===== config.mk =====
export PLATFORM = sky130hd
export DESIGN_NAME = seq_shift_unit_flat
export DESIGN_NICKNAME = d
export VERILOG_FILES = /design/src/rtl/seq_shift_pkg.sv /design/src/rtl/seq_shift_unit_if.sv /design/src/rtl/shift_step.sv /design/src/rtl/seq_shift_unit.sv /design/src/flat_wrapper.sv
export SDC_FILE = /design/constraint.sdc
export NUM_CORES = 1
export LEC_CHECK = 0
export BUFFER_PORTS_ARGS = -buffer_cell sky130_fd_sc_hd__buf_2
export CAP_MARGIN = 20
export CORE_MARGIN = 1
export CORE_UTILIZATION = 45
export DETAILED_ROUTE_END_ITERATION = 8
export GPL_TIMING_DRIVEN = 1
export PLACE_DENSITY = 0.73
export REMOVE_ABC_BUFFERS = 1
export SLEW_MARGIN = 20
export SYNTH_ARGS = -nofsm -noshare
export SYNTH_HDL_FRONTEND = slang
export SYNTH_HIERARCHICAL = 1
export SYNTH_SLANG_ARGS = --single-unit

===== constraint.sdc =====
create_clock -name CLK -period 3 [get_ports CLK]
set_input_delay 0.15 -clock CLK [delete_from_list [all_inputs] [get_ports CLK]]
set_output_delay 0.15 -clock CLK [all_outputs]
set_load 0.02 [all_outputs]

===== src/rtl/seq_shift_pkg.sv =====
// Shared encodings and helpers for the sequential shifter.
package seq_shift_pkg;

    typedef enum logic [1:0] {
        OP_SLL = 2'b00,
        OP_SRL = 2'b01,
        OP_SRA = 2'b10,
        OP_ROR = 2'b11
    } op_e;

    typedef enum logic [1:0] {
        ST_IDLE,
        ST_SHIFT,
        ST_DONE
    } state_e;

    // Bit of the original operand that ends up as the last bit shifted out.
    function automatic int unsigned carry_idx(input op_e op, input int unsigned shamt,
                                              input int unsigned width);
        if (shamt == 0) return 0;
        if (op == OP_SLL) return width - shamt;
        return shamt - 1;
    endfunction

endpackage


===== src/rtl/seq_shift_unit_if.sv =====
// Request/result bundle of seq_shift_unit; master drives requests, slave is the unit.
interface seq_shift_unit_if #(
    parameter int unsigned WIDTH = 16
);
    localparam int unsigned AMT_W = $clog2(WIDTH);

    logic             SHIFT_EN;
    logic             IN_VALID;
    logic             IN_READY;
    logic [WIDTH-1:0] A;
    logic [WIDTH-1:0] B;
    logic             SRC_SEL;
    logic [1:0]       ALU_FUN;
    logic [AMT_W-1:0] SHAMT;
    logic [WIDTH-1:0] SHIFT_OUT;
    logic             SHIFT_Flag;
    logic             OUT_READY;
    logic             CARRY_OUT;
    logic             ZERO;

    modport master (
        output SHIFT_EN, IN_VALID, A, B, SRC_SEL, ALU_FUN, SHAMT, OUT_READY,
        input  IN_READY, SHIFT_OUT, SHIFT_Flag, CARRY_OUT, ZERO
    );

    modport slave (
        input  SHIFT_EN, IN_VALID, A, B, SRC_SEL, ALU_FUN, SHAMT, OUT_READY,
        output IN_READY, SHIFT_OUT, SHIFT_Flag, CARRY_OUT, ZERO
    );

endinterface


===== src/rtl/shift_step.sv =====
// Combinational single-step shifter by 0..STEP positions.
// Rotate datapath only exists when SEQ_SHIFT_ROTATE_EN is defined.
module shift_step
    import seq_shift_pkg::*;
#(
    parameter int unsigned WIDTH = 16,
    parameter int unsigned AMT_W = $clog2(WIDTH)
) (
    input  logic [WIDTH-1:0] i_val,
    input  logic [AMT_W-1:0] i_k,
    input  op_e              i_op,
    input  logic             i_fill,
    output logic [WIDTH-1:0] o_val
);

    logic [WIDTH-1:0] w_fill_mask;

    always_comb begin
        w_fill_mask = i_fill ? ~({WIDTH{1'b1}} >> i_k) : '0;
        case (i_op)
            OP_SLL:  o_val = i_val << i_k;
            OP_SRL:  o_val = i_val >> i_k;
            OP_SRA:  o_val = (i_val >> i_k) | w_fill_mask;
`ifdef SEQ_SHIFT_ROTATE_EN
            OP_ROR:  o_val = (i_val >> i_k) | (i_val << (WIDTH - 32'(i_k)));
`endif
            default: o_val = i_val;
        endcase
    end

endmodule


===== src/rtl/seq_shift_unit.sv =====
// Multi-cycle shifter: STEP bit positions per cycle, valid/ready in and out.
// Define SEQ_SHIFT_ROTATE_EN to enable rotate-right on ALU_FUN=11.
module seq_shift_unit
    import seq_shift_pkg::*;
#(
    parameter int unsigned WIDTH = 16,
    parameter int unsigned STEP  = 1
) (
    input logic             CLK,
    input logic             RST,
    seq_shift_unit_if.slave bus
);

    localparam int unsigned      AMT_W    = $clog2(WIDTH);
    localparam logic [AMT_W-1:0] STEP_AMT = AMT_W'(STEP);

    state_e           r_state, w_state_d;
    logic [WIDTH-1:0] r_work, w_work_d;
    logic [AMT_W-1:0] r_rem, w_rem_d;
    op_e              r_op, w_op_d;
    logic             r_fill, w_fill_d;
    logic             r_cpend, w_cpend_d;
    logic [WIDTH-1:0] r_out, w_out_d;
    logic             r_carry, w_carry_d;
    logic             r_zero, w_zero_d;

    logic             w_in_ready;
    logic             w_accept;
    logic [WIDTH-1:0] w_operand;
    op_e              w_req_op;
    logic [AMT_W-1:0] w_cidx;
    logic [AMT_W-1:0] w_k;
    logic [WIDTH-1:0] w_step_val;

    assign w_in_ready = bus.SHIFT_EN &
                        ((r_state == ST_IDLE) | ((r_state == ST_DONE) & bus.OUT_READY));
    assign w_accept   = bus.IN_VALID & w_in_ready;
    assign w_operand  = bus.SRC_SEL ? bus.B : bus.A;
    assign w_req_op   = op_e'(bus.ALU_FUN);
    assign w_cidx     = AMT_W'(carry_idx(w_req_op, 32'(bus.SHAMT), WIDTH));
    assign w_k        = (r_rem < STEP_AMT) ? r_rem : STEP_AMT;

    shift_step #(
        .WIDTH(WIDTH),
        .AMT_W(AMT_W)
    ) u_step (
        .i_val (r_work),
        .i_k   (w_k),
        .i_op  (r_op),
        .i_fill(r_fill),
        .o_val (w_step_val)
    );

    always_comb begin
        w_state_d = r_state;
        w_work_d  = r_work;
        w_rem_d   = r_rem;
        w_op_d    = r_op;
        w_fill_d  = r_fill;
        w_cpend_d = r_cpend;
        w_out_d   = r_out;
        w_carry_d = r_carry;
        w_zero_d  = r_zero;

        unique case (r_state)
            ST_IDLE, ST_DONE: begin
                if (w_accept) begin
                    w_op_d    = w_req_op;
                    w_fill_d  = w_operand[WIDTH-1];
                    w_cpend_d = w_operand[w_cidx];
`ifndef SEQ_SHIFT_ROTATE_EN
                    if (w_req_op == OP_ROR) begin
                        w_out_d   = '0;
                        w_zero_d  = 1'b1;
                        w_carry_d = 1'b0;
                        w_state_d = ST_DONE;
                    end else
`endif
                    if (bus.SHAMT == '0) begin
                        w_out_d   = w_operand;
                        w_zero_d  = (w_operand == '0);
                        w_carry_d = 1'b0;
                        w_state_d = ST_DONE;
                    end else begin
                        w_work_d  = w_operand;
                        w_rem_d   = bus.SHAMT;
                        w_state_d = ST_SHIFT;
                    end
                end else if (r_state == ST_DONE && bus.OUT_READY) begin
                    w_state_d = ST_IDLE;
                end
            end
            ST_SHIFT: begin
                w_work_d = w_step_val;
                w_rem_d  = r_rem - w_k;
                if (w_rem_d == '0) begin
                    w_out_d   = w_step_val;
                    w_zero_d  = (w_step_val == '0);
                    w_carry_d = r_cpend;
                    w_state_d = ST_DONE;
                end
            end
            default: w_state_d = ST_IDLE;
        endcase
    end

    always_ff @(posedge CLK or negedge RST) begin
        if (!RST) begin
            r_state <= ST_IDLE;
            r_work  <= '0;
            r_rem   <= '0;
            r_op    <= OP_SLL;
            r_fill  <= 1'b0;
            r_cpend <= 1'b0;
            r_out   <= '0;
            r_carry <= 1'b0;
            r_zero  <= 1'b0;
        end else if (bus.SHIFT_EN) begin
            r_state <= w_state_d;
            r_work  <= w_work_d;
            r_rem   <= w_rem_d;
            r_op    <= w_op_d;
            r_fill  <= w_fill_d;
            r_cpend <= w_cpend_d;
            r_out   <= w_out_d;
            r_carry <= w_carry_d;
            r_zero  <= w_zero_d;
        end
    end

    assign bus.IN_READY   = w_in_ready;
    assign bus.SHIFT_OUT  = r_out;
    assign bus.SHIFT_Flag = (r_state == ST_DONE);
    assign bus.CARRY_OUT  = r_carry;
    assign bus.ZERO       = r_zero;

endmodule


===== src/flat_wrapper.sv =====
// flat-port wrapper written by rule: the top's interface ports become plain ports
module seq_shift_unit_flat import seq_shift_pkg::*;
#(
    parameter int unsigned WIDTH = 16,
    parameter int unsigned STEP  = 1
)
  (CLK, RST, bus_SHIFT_EN, bus_IN_VALID, bus_A, bus_B, bus_SRC_SEL, bus_ALU_FUN, bus_SHAMT, bus_OUT_READY, bus_IN_READY, bus_SHIFT_OUT, bus_SHIFT_Flag, bus_CARRY_OUT, bus_ZERO);
  seq_shift_unit_if #(.WIDTH(WIDTH)) bus_i ();
  input logic CLK;
  input logic RST;
  input wire logic [$bits(bus_i.SHIFT_EN)-1:0] bus_SHIFT_EN;
  input wire logic [$bits(bus_i.IN_VALID)-1:0] bus_IN_VALID;
  input wire logic [$bits(bus_i.A)-1:0] bus_A;
  input wire logic [$bits(bus_i.B)-1:0] bus_B;
  input wire logic [$bits(bus_i.SRC_SEL)-1:0] bus_SRC_SEL;
  input wire logic [$bits(bus_i.ALU_FUN)-1:0] bus_ALU_FUN;
  input wire logic [$bits(bus_i.SHAMT)-1:0] bus_SHAMT;
  input wire logic [$bits(bus_i.OUT_READY)-1:0] bus_OUT_READY;
  output wire logic [$bits(bus_i.IN_READY)-1:0] bus_IN_READY;
  output wire logic [$bits(bus_i.SHIFT_OUT)-1:0] bus_SHIFT_OUT;
  output wire logic [$bits(bus_i.SHIFT_Flag)-1:0] bus_SHIFT_Flag;
  output wire logic [$bits(bus_i.CARRY_OUT)-1:0] bus_CARRY_OUT;
  output wire logic [$bits(bus_i.ZERO)-1:0] bus_ZERO;
  assign bus_i.SHIFT_EN = bus_SHIFT_EN;
  assign bus_i.IN_VALID = bus_IN_VALID;
  assign bus_i.A = bus_A;
  assign bus_i.B = bus_B;
  assign bus_i.SRC_SEL = bus_SRC_SEL;
  assign bus_i.ALU_FUN = bus_ALU_FUN;
  assign bus_i.SHAMT = bus_SHAMT;
  assign bus_i.OUT_READY = bus_OUT_READY;
  assign bus_IN_READY = bus_i.IN_READY;
  assign bus_SHIFT_OUT = bus_i.SHIFT_OUT;
  assign bus_SHIFT_Flag = bus_i.SHIFT_Flag;
  assign bus_CARRY_OUT = bus_i.CARRY_OUT;
  assign bus_ZERO = bus_i.ZERO;
  seq_shift_unit #(.WIDTH(WIDTH), .STEP(STEP)) u_core (.CLK(CLK), .RST(RST), .bus(bus_i));
endmodule

Word level (Yosys, flattened, before mapping)
Cells that the tools add are included.
- divide/modulo/power cells: 0
- equal/unequal tests: 11
- multiplexer cells: 41
- magnitude comparators: 2
- $add $sub $neg: 3
- bitwise logic cells: 6
- $mul: 0
- shifts and indexed selects: 3
- reductions and logical operators: 14
- operator list (kind ; count):
    $mux 16 ; 9
    $pmux 16 s2 ; 2
    $pmux 16 s3 ; 1
    $logic_not 16->1 ; 2
    $mux 4 ; 7
    $not 16->16 ; 1
    $or 16x16->16 ; 1
    $shl 16x4->16 ; 1
    $shr 16x4->16 ; 1
    $shr 16x4->16 const A ; 1
    $mux 1 ; 12
    $mux 2 ; 5
    $reduce_and 5->1 ; 2
    $logic_not 4->1 ; 2
    $pmux 4 s2 ; 1
    $eq 2x2->1 const B ; 3
    $logic_not 2->1 ; 3
    $ne 3x1->1 const B ; 2
    $reduce_and 3->1 ; 2
    $lt 4x5->1 const B ; 1
    $bmux 1 s4 ; 1
    $eq 2x1->1 const B ; 2
    $lt 4x1->1 const B ; 1
    $ne 2x1->1 const B ; 2
    11 further kinds ; 15
- bits in writable memories: 0
- bits in latches: 0
- logic and storage cells: 89
- memories kept: 0
- memory bits (read-only): 0
- register bits: 44

Longest topological paths before layout
- word-level depth: 10
- gate-level depth with buffers: 16

Hierarchy
The synthesis kept the hierarchy.
- by module, submodules not included (module ; sequential area each (um^2) ; instances ; area each (um^2) ; cells each):
    seq_shift_unit ; 1101.1 ; 1 ; 2800.2 ; 342
    shift_step ; 0.0 ; 1 ; 2015.7 ; 285

Worst setup path before layout
OpenSTA, ideal clock, no wires.
- path type: register to register
- from: register u_core.r_rem[2]
- to: register u_core.r_zero (netlist: u_core/bus.ZERO)
- arrival time: 2.576 ns
- slack: 0.302 ns
- library setup time: 0.122 ns
- path buffers: 1
- data required time: 2.878 ns
- stages on the path, launching flop included: 14
- path through: dfrtp_1 > nor4_1 > inv_1 > buf_6 > nand2b_1 > a21boi_0 > mux4_2 > or2_1 > o211ai_2 > o221a_2 > nor4_1 > a41o_1 > a21oi_1 > a21oi_1
- word-level cells in the longest chain between the ends: 10
- elaborated cells on any way between the ends: 16
- ends and longest elaborated chain (element ; line ; RTL):
    from (decl) ; seq_shift_unit.sv:19 ; logic [AMT_W-1:0] r_rem, w_rem_d;
    from (signal assigned) ; seq_shift_unit.sv:121 ; r_rem <= w_rem_d;
    $lt 4x1->1 (*) ; seq_shift_unit.sv:41 ; assign w_k = (r_rem < STEP_AMT) ? r_rem : STEP_AMT;
    $mux 4 (*) ; seq_shift_unit.sv:41 ;
    via u_core.w_k[0] ; seq_shift_unit.sv:32 ; logic [AMT_W-1:0] w_k;
    $shr 16x4->16 ; shift_step.sv:19 ; w_fill_mask = i_fill ? ~({WIDTH{1'b1}} >> i_k) : '0;
    $not 16->16 ; shift_step.sv:19 ;
    $mux 16 ; shift_step.sv:19 ;
    $or 16x16->16 ; shift_step.sv:23 ; OP_SRA: o_val = (i_val >> i_k) | w_fill_mask;
    $pmux 16 s3 (*) ; shift_step.sv:20 ; case (i_op)
    via u_core.w_step_val[0] ; seq_shift_unit.sv:33 ; logic [WIDTH-1:0] w_step_val;
    $logic_not 16->1 (*) ; seq_shift_unit.sv:98 ; w_zero_d = (w_step_val == '0);
    $mux 1 (*) ; seq_shift_unit.sv:96 ; if (w_rem_d == '0) begin
    $pmux 1 s2 (*) ; seq_shift_unit.sv:65 ; unique case (r_state)
    to (signal assigned) ; seq_shift_unit.sv:127 ; r_zero <= w_zero_d;
    to (decl) ; seq_shift_unit.sv:25 ; logic r_zero, w_zero_d;
The timed path passes the listed nets; every way through them passes the cells marked *. The select of a mux whose other input is x is not followed.
A chain may end at the register's enable or synchronous reset.

Worst setup path in the final report
- from: register u_core.r_rem[3]
- to: register u_core.r_zero (netlist: u_core/bus.ZERO)
The elaborated chain is that of the path after synthesis.

==> impl_metrics.py <==
metrics = {
    "final_layout": {
        "fillers": 1028,
        "antenna_cells": 0,
        "mostFrequentLayoutCell": "nor2_1",
        "nets": 756,
        "drive_gt1_frac": 0.260,
        "area_growth_pct": 15.4,
        "final_cell_mix": "80 x nor2_1, 76 x nand2_1, 70 x o21ai_0",
    },
    "drt": {
        "drc": 0,
        "final_antenna_net_count": 0,
        "routed_wl_um": 16300,
        "wl_per_cell_um": 19.4,
        "avgViaCountPerCell": 6.21,
        "vias": 5239,
        "dr.pass1.iters": 8,
        "drt-initial-drc-count": 488,
    },
    "power_and_ir_drop": {
        "peakVddDrop_uv": 506,
        "powerDensity_nw_per_um2": 1070,
        "p_leak_nw": 2.50,
        "total_power_w": 0.00593,
    },
    "synthesis": {
        "ys_seq_area_frac": 0.229,
        "ys_warn_count": 6,
        "ys_ff_latch": 44,
        "synth_flop_cell": "dfrtp_1",
        "async_flop_share": 1.00,
        "synth_edf_count": 0,
        "netlist_instances": 627,
        "synth_cell_types": 73,
        "postSynthAreaPerCell_um2": 7.68,
        "netlist_area_um2": 4820,
    },
    "global_route": {
        "grt_max_degree": 56,
        "grt_antenna_before_repair": 0,
        "use_met1": 0.412,
        "use_met2": 0.460,
        "gr-total-overflow": 0,
        "grt_usage": 0.295,
        "busiest_layer": "met2",
        "use_met3": 0.0427,
        "grt_pass1_wl_um": 25800,
        "grt_pass1_vias": 4844,
    },
    "clocking": {
        "cts_tree": "built",
        "cts_made_buffers": 5,
        "cts_max_level": 2,
        "insertion_delay_ns": 0.29,
        "clkSlewWorstSetupHoldPaths_ns": 0.08,
        "cts_buffer_depth": 2,
        "clock-root-buffer": "clkbuf_8",
        "cts_sinks": 44,
    },
    "placement": {
        "place_congestion": 0.986,
        "place_hpwl_um": 12000,
        "buffer_ports.inserted": 63,
    },
    "setup_path": {
        "cp.arrival_ns": 3.18,
        "critPathMaxFanout": 15,
        "critical_path_class": "flip-flop to flip-flop",
        "crit_path_end_kind": "flip-flop",
        "worst_path_max_delay_cell": "mux4_2",
        "required_ns": 3.23,
        "path_cells": "nor4_2 > inv_1 > buf_8 > buf_12 > mux4_2 > nand2_1 > a21oi_1 > a21oi_1 > o221ai_1 > nor4_2 > a41o_1 > a21oi_2 > a21oi_2",
        "r2r_slack_ns": 0.05,
        "critPathMaxStageDelay_ns": 0.41,
        "cp-start-kind": "flip-flop",
    },
    "sta": {
        "fin_skew_ns": 0.00859,
        "fin_crit_ns": 2.95,
        "min_period_over_period": 0.983,
        "max_slew_margin": 0.529,
        "rsz0062_at_grt": "yes",
        "setup_tns_ns": 0,
        "worstMarginPinSlew_ns": 0.699,
        "drv_slew": 0,
        "setup_viol": 0,
        "max_freq_ghz": 0.339,
        "hold_violations": 0,
    },
    "floorplan": {
        "num_rows": 37,
        "die_y_um": 105,
        "coreArea_um2": 10400,
        "fp.dieW_um": 105,
        "initial_core_util": 0.464,
        "num_io_pins": 64,
        "die_area_um2": 11100,
    },
    "min_path": {
        "hold_class": "input port to flip-flop",
    },
    "flow_run": {
        "maxCapViolCount": 0,
    },
    "run_status": {
        "status": "finished, final reports clean",
    },
}
## stage by stage
step	cells	hold WS (ns)	setup slack [ns]	util	cell area (µm²)
6_report	843	0.229	0.0499	0.536	5560
3_3_place_gp	832	0.353	-0.0600	0.515	5340
5_1_grt	843	0.236	-0.113	0.536	5560
2_1_floorplan	582	-0.146	-0.512	-	4460
3_5_place_dp	832	0.365	-0.178	0.515	5340
4_1_cts	838	0.0465	0.00494	0.524	5430
## cell usage after synthesis (4+ instances only)
library cell	count	area (µm²)
o21ai_0	74	370
a211oi_1	12	90.1
buf_6	7	78.8
clkbuf_1	23	86.3
nor2b_1	5	31.3
nor4_1	10	62.6
dfrtp_1	44	1100
o22ai_1	9	56.3
clkbuf_8	9	124
inv_1	14	52.6
mux4_2	11	248
nor3_1	8	40.0
nand2_1	76	285
mux2i_1	47	470
buf_2	6	30.0
nor2_1	81	304
a21oi_1	72	360
nand2b_1	9	56.3
a31oi_1	10	62.6
nand3_1	5	25.0
a221oi_1	5	43.8
o31ai_1	4	30.0
mux2_2	14	158
## power breakdown
| part | total (W) | switching [W] | internal (W) |
|---|---|---|---|
| clock | 0.000339 | 0.000189 | 0.000150 |
| combinational | 0.00430 | 0.00242 | 0.00187 |
| sequential | 0.00130 | 0.000409 | 0.000890 |
## state kept, by name, indices dropped and copies added, names as in the netlist
| signal | count |
|---|---|
| u_core/bus.ZERO | 1 |
| u_core/r_rem | 4 |
| u_core/r_fill | 1 |
| u_core/r_op | 2 |
| u_core/r_cpend | 1 |
| u_core/bus.SHIFT_OUT | 16 |
| u_core/r_work | 16 |
| u_core/r_state | 2 |
| u_core/bus.CARRY_OUT | 1 |
## metal layers
metal  wire [µm]  share of wire  up-vias
li1            -              -     2443
met1        6880           0.42     2452
met2        7290           0.45      302
met3        1490          0.091       42
met4         669          0.041        0
met5           0              0        -
## worst paths after layout
path	depth (start not counted)	end	startpoint
min in group asynchronous	2	u_core/bus.CARRY_OUT	RST
worst min-delay path	2	u_core/r_op[0]	bus_ALU_FUN[0]
worst min register to register	2	u_core/r_cpend	u_core/r_cpend
worst max register to register	13	u_core/bus.ZERO	u_core/r_rem[3]
max in group asynchronous	2	u_core/r_op[0]	RST
worst max-delay path	13	u_core/bus.ZERO	u_core/r_rem[3]
## cell families (layout without fill, tap and decap cells)
kind of cell / Yosys count / count (layout) / share of synthesized area
xor+xnor: 2 / 2 / 0.00364
mux: 74 / 74 / 0.190
buf+inv: 66 / 140 / 0.0912
flops: 44 / 44 / 0.229
fa+ha+maj: 3 / 3 / 0.00780
other cells: 1 / 7 / 0.000779
simple gates: 221 / 221 / 0.212
compound gates: 216 / 216 / 0.266
## cell type report
cell class | instances | area (µm²) | area share
sequential | 44 | 1100 | 0.198
tap | 136 | 170 | 0.0306
inverter | 15 | 56.3 | 0.0101
clock buffer | 5 | 68.8 | 0.0124
multi-input combinational | 523 | 3390 | 0.610
timing repair buffer | 120 | 772 | 0.139
## worst max-delay path: cells and delay by family, from the launching register on
family	cells	cell delay [ns]
DFF	1	0.40
buffers and inverters	3	0.44
muxes	1	0.41
AOI/OAI and AO/OA	6	0.86
and+or+nand+nor	3	0.77
## repair_timing
item	CTS	global route
endpoints found under the hold margin	0	44
endpoints found under the setup margin	1	4
pin swaps	4	9
resized for setup	4	24
buffers inserted	1	4
hold buffers	0	1
(Power assumes the default switching activity.)
